### config.mk
export PLATFORM = sky130hd
export DESIGN_NAME = alu_decode_flat
export DESIGN_NICKNAME = d
export VERILOG_FILES = /design/src/rtl/alu_decode_if.sv /design/src/rtl/alu_decode.sv /design/src/flat_wrapper.sv
export SDC_FILE = /design/constraint.sdc
export NUM_CORES = 1
export LEC_CHECK = 0
export CORE_MARGIN = 4
export CORE_UTILIZATION = 43
export CTS_CLUSTER_SIZE = 28
export DETAILED_ROUTE_END_ITERATION = 7
export GPL_TIMING_DRIVEN = 0
export PLACE_DENSITY = 0.8
export SYNTH_ARGS = -nofsm -noshare
export SYNTH_HDL_FRONTEND = slang
export SYNTH_SLANG_ARGS = --single-unit
### constraint.sdc
create_clock -name clk -period 3.69 [get_ports clk]
set_clock_uncertainty 0.15 [all_clocks]
set_input_delay 0.738 -clock clk [delete_from_list [all_inputs] [get_ports clk]]
set_output_delay 0.738 -clock clk [all_outputs]
set_load 0.01 [all_outputs]
### src/rtl/alu_decode_if.sv
// rtl/alu_decode_if.sv - issue handshake and decoded-operand bundle for alu_decode
interface alu_decode_if #(
    parameter int CNT_W = 16
);
    logic              flush;
    logic              in_valid;
    logic              in_ready;
    logic [31:0]       in_inst;
    logic [31:0]       in_pc;
    logic [31:0]       in_rs1_data;
    logic [31:0]       in_rs2_data;
    logic              out_valid;
    logic              out_ready;
    logic [11:0]       out_alu_control;
    logic [31:0]       out_alu_src1;
    logic [31:0]       out_alu_src2;
    logic [4:0]        out_rd;
    logic              out_rf_wen;
    logic              out_illegal;
    logic [CNT_W-1:0]  illegal_cnt;

    modport master (
        output flush, in_valid, in_inst, in_pc, in_rs1_data, in_rs2_data, out_ready,
        input  in_ready, out_valid, out_alu_control, out_alu_src1, out_alu_src2,
               out_rd, out_rf_wen, out_illegal, illegal_cnt
    );

    modport slave (
        input  flush, in_valid, in_inst, in_pc, in_rs1_data, in_rs2_data, out_ready,
        output in_ready, out_valid, out_alu_control, out_alu_src1, out_alu_src2,
               out_rd, out_rf_wen, out_illegal, illegal_cnt
    );
endinterface

### src/rtl/alu_decode.sv
// rtl/alu_decode.sv - RV32I ALU decode/issue register with saturating illegal counter
module alu_decode #(
    parameter int CNT_W = 16
) (
    input  logic        clk,
    input  logic        rst,
    alu_decode_if.slave bus
);
    localparam logic [6:0] OPC_OP    = 7'b0110011;
    localparam logic [6:0] OPC_OPIMM = 7'b0010011;
    localparam logic [6:0] OPC_LUI   = 7'b0110111;
    localparam logic [6:0] OPC_AUIPC = 7'b0010111;

    localparam logic [11:0] ALU_ADD  = 12'h001;
    localparam logic [11:0] ALU_SUB  = 12'h002;
    localparam logic [11:0] ALU_SLT  = 12'h004;
    localparam logic [11:0] ALU_SLTU = 12'h008;
    localparam logic [11:0] ALU_AND  = 12'h010;
    localparam logic [11:0] ALU_OR   = 12'h040;
    localparam logic [11:0] ALU_XOR  = 12'h080;
    localparam logic [11:0] ALU_SLL  = 12'h100;
    localparam logic [11:0] ALU_SRL  = 12'h200;
    localparam logic [11:0] ALU_SRA  = 12'h400;

    localparam logic [6:0] F7_BASE = 7'b0000000;
    localparam logic [6:0] F7_ALT  = 7'b0100000;

    logic [11:0]      dec_ctrl;
    logic [31:0]      dec_src1;
    logic [31:0]      dec_src2;
    logic             dec_legal;

    logic             valid_q;
    logic [11:0]      ctrl_q;
    logic [31:0]      src1_q;
    logic [31:0]      src2_q;
    logic [4:0]       rd_q;
    logic             wen_q;
    logic             ill_q;
    logic [CNT_W-1:0] cnt_q;

    logic             accept;

    // funct3 encodings shared by OP and OP-IMM for the non-shift arithmetic group
    function automatic logic [11:0] arith_ctrl(input logic [2:0] f3);
        logic [11:0] c;
        case (f3)
            3'b000:  c = ALU_ADD;
            3'b010:  c = ALU_SLT;
            3'b011:  c = ALU_SLTU;
            3'b100:  c = ALU_XOR;
            3'b110:  c = ALU_OR;
            3'b111:  c = ALU_AND;
            default: c = 12'h000;
        endcase
        return c;
    endfunction

    // Shifts put the amount on src1 and the value on src2: the ALU shifts src2 by src1[4:0].
    always_comb begin
        dec_ctrl  = 12'h000;
        dec_src1  = 32'd0;
        dec_src2  = 32'd0;
        dec_legal = 1'b0;
        case (bus.in_inst[6:0])
            OPC_OP: begin
                if (bus.in_inst[31:25] == F7_BASE) begin
                    dec_legal = 1'b1;
                    dec_src1  = bus.in_rs1_data;
                    dec_src2  = bus.in_rs2_data;
                    case (bus.in_inst[14:12])
                        3'b001: begin
                            dec_ctrl = ALU_SLL;
                            dec_src1 = {27'd0, bus.in_rs2_data[4:0]};
                            dec_src2 = bus.in_rs1_data;
                        end
                        3'b101: begin
                            dec_ctrl = ALU_SRL;
                            dec_src1 = {27'd0, bus.in_rs2_data[4:0]};
                            dec_src2 = bus.in_rs1_data;
                        end
                        default: dec_ctrl = arith_ctrl(bus.in_inst[14:12]);
                    endcase
                end else if (bus.in_inst[31:25] == F7_ALT && bus.in_inst[14:12] == 3'b000) begin
                    dec_legal = 1'b1;
                    dec_ctrl  = ALU_SUB;
                    dec_src1  = bus.in_rs1_data;
                    dec_src2  = bus.in_rs2_data;
                end else if (bus.in_inst[31:25] == F7_ALT && bus.in_inst[14:12] == 3'b101) begin
                    dec_legal = 1'b1;
                    dec_ctrl  = ALU_SRA;
                    dec_src1  = {27'd0, bus.in_rs2_data[4:0]};
                    dec_src2  = bus.in_rs1_data;
                end
            end
            OPC_OPIMM: begin
                case (bus.in_inst[14:12])
                    3'b001: begin
                        if (bus.in_inst[31:25] == F7_BASE) begin
                            dec_legal = 1'b1;
                            dec_ctrl  = ALU_SLL;
                            dec_src1  = {27'd0, bus.in_inst[24:20]};
                            dec_src2  = bus.in_rs1_data;
                        end
                    end
                    3'b101: begin
                        if (bus.in_inst[31:25] == F7_BASE || bus.in_inst[31:25] == F7_ALT) begin
                            dec_legal = 1'b1;
                            dec_ctrl  = (bus.in_inst[31:25] == F7_ALT) ? ALU_SRA : ALU_SRL;
                            dec_src1  = {27'd0, bus.in_inst[24:20]};
                            dec_src2  = bus.in_rs1_data;
                        end
                    end
                    default: begin
                        dec_legal = 1'b1;
                        dec_ctrl  = arith_ctrl(bus.in_inst[14:12]);
                        dec_src1  = bus.in_rs1_data;
                        dec_src2  = {{20{bus.in_inst[31]}}, bus.in_inst[31:20]};
                    end
                endcase
            end
            OPC_LUI: begin
                dec_legal = 1'b1;
                dec_ctrl  = ALU_ADD;
                dec_src2  = {bus.in_inst[31:12], 12'd0};
            end
            OPC_AUIPC: begin
                dec_legal = 1'b1;
                dec_ctrl  = ALU_ADD;
                dec_src1  = bus.in_pc;
                dec_src2  = {bus.in_inst[31:12], 12'd0};
            end
            default: ;
        endcase
    end

    assign bus.in_ready = !bus.flush && (!valid_q || bus.out_ready);
    assign accept       = bus.in_valid && bus.in_ready;

    // Flush has priority; accept already excludes flush through in_ready.
    always_ff @(posedge clk or posedge rst) begin
        if (rst) begin
            valid_q <= 1'b0;
            ctrl_q  <= 12'h000;
            src1_q  <= 32'd0;
            src2_q  <= 32'd0;
            rd_q    <= 5'd0;
            wen_q   <= 1'b0;
            ill_q   <= 1'b0;
            cnt_q   <= '0;
        end else if (bus.flush) begin
            valid_q <= 1'b0;
        end else if (accept) begin
            valid_q <= 1'b1;
            ctrl_q  <= dec_ctrl;
            src1_q  <= dec_src1;
            src2_q  <= dec_src2;
            rd_q    <= bus.in_inst[11:7];
            wen_q   <= dec_legal && (bus.in_inst[11:7] != 5'd0);
            ill_q   <= !dec_legal;
            if (!dec_legal && cnt_q != {CNT_W{1'b1}}) begin
                cnt_q <= cnt_q + CNT_W'(1);
            end
        end else if (bus.out_ready) begin
            valid_q <= 1'b0;
        end
    end

    assign bus.out_valid       = valid_q;
    assign bus.out_alu_control = ctrl_q;
    assign bus.out_alu_src1    = src1_q;
    assign bus.out_alu_src2    = src2_q;
    assign bus.out_rd          = rd_q;
    assign bus.out_rf_wen      = wen_q;
    assign bus.out_illegal     = ill_q;
    assign bus.illegal_cnt     = cnt_q;
endmodule
### src/flat_wrapper.sv
// flat-port wrapper written by rule: the top's interface ports become plain ports
module alu_decode_flat 
#(
    parameter int CNT_W = 16
)
  (clk, rst, bus_flush, bus_in_valid, bus_in_inst, bus_in_pc, bus_in_rs1_data, bus_in_rs2_data, bus_out_ready, bus_in_ready, bus_out_valid, bus_out_alu_control, bus_out_alu_src1, bus_out_alu_src2, bus_out_rd, bus_out_rf_wen, bus_out_illegal, bus_illegal_cnt);
  alu_decode_if #(.CNT_W(CNT_W)) bus_i ();
  input  logic clk;
  input  logic rst;
  input wire logic [$bits(bus_i.flush)-1:0] bus_flush;
  input wire logic [$bits(bus_i.in_valid)-1:0] bus_in_valid;
  input wire logic [$bits(bus_i.in_inst)-1:0] bus_in_inst;
  input wire logic [$bits(bus_i.in_pc)-1:0] bus_in_pc;
  input wire logic [$bits(bus_i.in_rs1_data)-1:0] bus_in_rs1_data;
  input wire logic [$bits(bus_i.in_rs2_data)-1:0] bus_in_rs2_data;
  input wire logic [$bits(bus_i.out_ready)-1:0] bus_out_ready;
  output wire logic [$bits(bus_i.in_ready)-1:0] bus_in_ready;
  output wire logic [$bits(bus_i.out_valid)-1:0] bus_out_valid;
  output wire logic [$bits(bus_i.out_alu_control)-1:0] bus_out_alu_control;
  output wire logic [$bits(bus_i.out_alu_src1)-1:0] bus_out_alu_src1;
  output wire logic [$bits(bus_i.out_alu_src2)-1:0] bus_out_alu_src2;
  output wire logic [$bits(bus_i.out_rd)-1:0] bus_out_rd;
  output wire logic [$bits(bus_i.out_rf_wen)-1:0] bus_out_rf_wen;
  output wire logic [$bits(bus_i.out_illegal)-1:0] bus_out_illegal;
  output wire logic [$bits(bus_i.illegal_cnt)-1:0] bus_illegal_cnt;
  assign bus_i.flush = bus_flush;
  assign bus_i.in_valid = bus_in_valid;
  assign bus_i.in_inst = bus_in_inst;
  assign bus_i.in_pc = bus_in_pc;
  assign bus_i.in_rs1_data = bus_in_rs1_data;
  assign bus_i.in_rs2_data = bus_in_rs2_data;
  assign bus_i.out_ready = bus_out_ready;
  assign bus_in_ready = bus_i.in_ready;
  assign bus_out_valid = bus_i.out_valid;
  assign bus_out_alu_control = bus_i.out_alu_control;
  assign bus_out_alu_src1 = bus_i.out_alu_src1;
  assign bus_out_alu_src2 = bus_i.out_alu_src2;
  assign bus_out_rd = bus_i.out_rd;
  assign bus_out_rf_wen = bus_i.out_rf_wen;
  assign bus_out_illegal = bus_i.out_illegal;
  assign bus_illegal_cnt = bus_i.illegal_cnt;
  alu_decode #(.CNT_W(CNT_W)) u_core (.clk(clk), .rst(rst), .bus(bus_i));
endmodule
* Yosys cells after proc, flatten, opt, wreduce, memory -nomap -nowiden
Index checks and enable logic that the tools add are counted.
** Storage, ports and cells
- Register bits after elaboration :: 100
- Bits of input ports :: 133
- Output and inout port bits :: 101
** Cells by class
- $add $sub $neg :: 1
- Equal/unequal tests :: 13
- Mux-type cells :: 36
- Bitwise logic cells :: 1
- Reduce and logical (&&, ||, !) cells :: 19
** Operators with widths (number)
- 32-bit two-way mux :: 9
- 32-bit case mux with 3 select lines :: 2
- 32-bit case mux with 2 select lines :: 2
- 12-bit case mux with 2 select lines :: 2
- 8-bit case mux with 6 select lines :: 1
- 12-bit two-way mux :: 3
- 12-bit case mux with 3 select lines :: 1
- 11-bit two-way mux :: 2
- 7-bit by 6-bit equality test with 1-bit output, second input constant :: 3
- 16-bit by 1-bit adder with 16-bit output, second input constant :: 1
- 16-bit inequality test, second input constant :: 1
- 5-bit two-way mux :: 3
- 7-bit by 5-bit equality test with 1-bit output, second input constant :: 2
- 3-bit equality test, second input constant :: 4
- 9-bit two-way mux :: 1
- 1-bit two-way mux :: 8
- 7-bit zero test :: 1
- 3-bit by 2-bit equality test with 1-bit output, second input constant :: 2
- 1-bit logical AND :: 6
- 5-bit nonzero test :: 1
- 2-bit OR reduction :: 2
- 3-bit by 1-bit equality test with 1-bit output, second input constant :: 1
- 1-bit zero test :: 3
- 3-bit zero test :: 1
- other kinds (7) :: 8

* Longest topological paths before layout
- Depth in word-level cells :: 9
- Depth in mapped cells :: 8
- Depth with buffers taken out :: 5

* Worst setup path before layout
Ideal clock, no wire load.
- Kind :: input to register
- From :: input port bus_in_inst[30]
- To :: register u_core.src2_q[0], in the netlist u_core.bus.out_alu_src2[0]
- Data arrival time :: 2.243 ns
- Data required time :: 3.473 ns
- Path slack :: 1.230 ns
- Stages on the path :: 6
- Path buffers :: 1
- Cell sequence :: clkbuf_8 > or4b_2 > nor4_4 > a22oi_1 > o221ai_1 > a41o_1
** Between the ends
- Longest elaborated chain between the ends :: 6
** Ends and longest elaborated chain
- start: declaration :: line flat_wrapper.sv:12 : input wire logic [$bits(bus_i.in_inst)-1:0] bus_in_inst;
- 7-bit by 6-bit equality test with 1-bit output :: line alu_decode.sv:84, alu_decode.sv:89, alu_decode.sv:107
- 1-bit logical AND :: line alu_decode.sv:89 : end else if (bus.in_inst[31:25] == F7_ALT && bus.in_inst[14:12] == 3'b101) begin
- 32-bit two-way mux :: line alu_decode.sv:89
- 32-bit two-way mux :: line alu_decode.sv:84 : end else if (bus.in_inst[31:25] == F7_ALT && bus.in_inst[14:12] == 3'b000) begin
- 32-bit two-way mux :: line alu_decode.sv:67 : if (bus.in_inst[31:25] == F7_BASE) begin
- 32-bit case mux with 3 select lines * :: line alu_decode.sv:65 : case (bus.in_inst[6:0])
- end signal: assignment :: line alu_decode.sv:157 : src2_q <= dec_src2;
- end: declaration :: line alu_decode.sv:36 : logic [31:0] src2_q;
Every way passes the cells marked *; elsewhere a longest branch is shown, timed or not.
A chain may end at the register's enable or synchronous reset.

* Worst setup path in the final report
- From :: input port bus_in_inst[26]
- To :: register u_core.src1_q[2], in the netlist u_core.bus.out_alu_src1[2]
** Between the ends
- Longest elaborated chain between the ends :: 6
** Ends and longest elaborated chain
- 7-bit by 6-bit equality test with 1-bit output :: line alu_decode.sv:84, alu_decode.sv:89, alu_decode.sv:107
- 1-bit logical AND :: line alu_decode.sv:89
- 5-bit two-way mux :: line alu_decode.sv:89
- 32-bit two-way mux :: line alu_decode.sv:84
- 32-bit two-way mux :: line alu_decode.sv:67
- 32-bit case mux with 3 select lines * :: line alu_decode.sv:65
- end signal: assignment :: line alu_decode.sv:156 : src1_q <= dec_src1;
- end: declaration :: line alu_decode.sv:35 : logic [31:0] src1_q;
Marked as above.

==> qor.txt <==
Vias per cell: 5.97
Seq cells post-synth: 98
Crit end category: register
Library cells used by synthesis: 61
Logic pwr share: 20.1%
Multi-input gate area: 2630 um2
Fin crit share: 90.6%
WP data arrival: 3460 ps
Post-Route WL: 21.1 mm
Ports: 234
Synth Warn #: 0
Post-synth EDFFs: 0
Sequential share of power: 44.5%
Status: finished, final reports clean
Antenna cells: 0
Critical Path RT: 3810 ps
HP Class: reg2reg
Mapped Avg Cell Area: 9.02 um2
Worst slack, placed: 36.5 ps
CTS tree: built
Gpl congestion: 0.894
Crit path max-delay family: simple AND/OR/NAND/NOR gates
Cell area after synthesis: 5400 um2
Maximum VDD drop: 0.188 mV
Antenna violations before repair: 0
R2R setup slack: 1150 ps
Vias in the first global route: 6057
Via count: 6051
Pin count of the biggest net entering global routing: 70
Core ar.: 12200 um2
Cell taking the most area after synthesis: dfrtp_1
Die W: 120 um
Synth Area in Adders: 0.232%
Postcts setup bufs: 0
Register area share after synthesis: 45.4%
Most frequent cells in the layout: 229 x clkdlybuf4s50_1, 142 x nand2_1, 98 x dfrtp_1
R2r worst-path depth: 6
Die H: 120 um
Pre-antenna DRT Iters: 8
Worst hold stages: 2
Die area: 14400 um2
Synth-to-Final Area Change: 52.3%
Kind of critical path: in2reg
Port-buffer cells: 229
R2R Path End: u_core.bus.out_alu_src1[2]$_DFFE_PP0P_
Clk slew on worst S/H paths: 60 ps
Finished Layout Cells: 1014
Cells after DPL: 998
Total congestion overflow: 0
Clk pwr share: 35.4%
DRT iter0 DRCs: 765
Min Tclk post-route: 3340 ps
F_max: 0.299 GHz
RSZ-0062 raised after global routing: no
Min-delay src: u_core.bus.out_rd[1]$_DFFE_PP0P_
DR WL/cell: 20.8 um
Mapped Cells: 599
Detail Placement HPWL: 16.3 mm
Cts hold-fix bufs: 0
Initial Utilization: 44.4%
Reg area: 2450 um2
NetSw: 709 uW
Sw Ratio: 26.8%
Pint: 1930 uW
Post-CTS Resized: 0
Sinks on the clock net: 98
Fill count: 974
GRT Overall Usage: 28.5%
Clock buffer depth: 2
Share of the synthesized area in the top cell type: 45.4%
Worst-Margin Slew: 1170 ps
Leakage: 0.00349 uW
Power density over the cells: 322 nW/um2
Share of layout cells above drive strength 1: 6.50%
First-pass GRT wire length: 32.6 mm
Crit Path Max Fanout: 10
Final setup viols: 0
FF-to-FF Start: u_core.bus.out_valid$_DFFE_PP0P_
Largest family of logic cells by synthesized area: compound AO/OA/AOI/OAI gates
Skew-Pair Late Insertion Delay: 350 ps
Worst Setup Start Kind: input pin
Setup ws final: 348 ps
Commonest non-fill, non-tap cell in the layout: clkdlybuf4s50_1
DRC viols: 0
Layout net count: 975
Slowest-stage cell, CP: nor4_2
Synth top area cells: dfrtp_1 45%, nand2_1 9.9%, a22oi_1 7.1%
Buffers and inverters on the worst path: 2
Max Slew Vio Count: 0
Post-synthesis mux area share: 0.417%
Htree depth: 3
CTS buffer count: 9
XOR/XNOR share of the synthesized area: 2.27%
Row count: 40
Final Hold Vio Count: 0
Complex-gate fraction of the synthesized area: 24.3%
Async SR Flop Fraction: 100%
Top FF cell, synth: dfrtp_1
Root buf cell: clkbuf_16
Synth Area in Simple Gates: 21.4%
Max_cap viols: 0
Max incr delay on CP: 610 ps
ANT nets after route: 0
Crit-path cells: clkdlybuf4s50_1, nor4_4, a31oi_1, nor4_2, clkbuf_1, a22oi_1, o21ai_1
Endpoint with the worst hold slack: u_core.bus.out_rd[1]$_DFFE_PP0P_
Slew HR: 21.0%
-- Yosys cell counts, types with 3 or more instances --
cell      instances
nand2_1         142
dfrtp_1          98
a22oi_1          51
a21oi_1          40
o21ai_0          32
clkbuf_1         21
nor2_1           17
a31oi_1          15
a221oi_1         12
a222oi_1         12
nand3_1          12
nor4_1           12
xor2_1           12
nor3_1            9
inv_1             8
buf_2             6
nand4_1           6
and3_1            5
buf_1             5
buf_6             5
clkbuf_8          5
o21ai_1           5
o221ai_1          5
o31ai_1           5
a41o_1            4
and4_1            3
buf_4             3
nand2b_1          3
-- power groups by stage --
stage                     Sequential [uW]  Clock [uW]  Combinational, uW
after floorplan                      1210           0                179
after global placement               1190           0                516
after detailed placement             1200           0                528
after CTS                            1170         950                530
after global routing                 1180         997                565
final                                1180         935                532
-- area by class of cell --
cell class	instances	area share, %
buffer	47	3.53
inverter	8	0.396
clock buffer	11	2.83
clock inverter	5	0.654
tap	168	2.56
timing repair buffer	230	28.2
multi-input combinational	447	32.0
sequential	98	29.8
-- how the worst max path moves through the flow --
stage | from | cells past startpoint | slack (ps) | endpoint
CTS | bus_in_inst[25] | 7 | 410 | u_core.bus.out_alu_src1[1]$_DFFE_PP0P_
floorplan | rst | 1 | 240 | u_core.bus.illegal_cnt[0]$_DFFE_PP0P_
global placement | rst | 2 | -1270 | u_core.bus.out_alu_src2[4]$_DFFE_PP0P_
detailed placement | bus_in_inst[25] | 7 | 40 | u_core.bus.out_alu_src1[1]$_DFFE_PP0P_
global route | bus_in_inst[25] | 7 | 220 | u_core.bus.out_alu_src1[1]$_DFFE_PP0P_
finish | bus_in_inst[26] | 7 | 350 | u_core.bus.out_alu_src1[2]$_DFFE_PP0P_
-- state kept, by name, summed over array words and instances, names as in the netlist --
register	count
u_core.bus.illegal_cnt	16
u_core.bus.out_valid	1
u_core.bus.out_rd	5
u_core.bus.out_rf_wen	1
u_core.bus.out_alu_control	10
u_core.bus.out_alu_src1	32
u_core.bus.out_alu_src2	32
u_core.bus.out_illegal	1
-- kinds of logic after synthesis --
family          Yosys count
simple gates            235
compound gates          193
flops                    98
buf+inv                  55
xor+xnor                 14
mux                       2
fa+ha+maj                 1
other cells               1
-- worst reg2reg max path, stage by stage, from the launching register on --
cell,delay (ps)
dfrtp_1,390
or2b_2,170
nand3_1,180
nor4_2,750
clkbuf_1,560
a22oi_1,150
o21ai_1,120
-- per-layer routing --
layer / up-vias / global-route usage (%) / routed length, um
met5: - / 0 / 0
met4: 0 / 13.4 / 821
met3: 61 / 4.81 / 1870
met2: 379 / 46.1 / 10100
met1: 2896 / 37.4 / 8340
li1: 2715 / - / -
-- stage by stage --
stage / cell area, um2 / TNS [ps] / hold slack (ps) / util, % / total power, uW
4_1_cts: 8220 / 0 / 332 / 67.6 / 2650
2_1_floorplan: 5400 / 0 / 357 / - / 1390
5_1_grt: 8220 / 0 / 352 / 67.6 / 2750
6_report: 8220 / 0 / 332 / 67.6 / 2640
3_3_place_gp: 7910 / -123660 / 311 / 65.0 / 1710
3_5_place_dp: 7940 / 0 / 316 / 65.3 / 1720
Note: power is estimated with default switching activity, not from simulation.
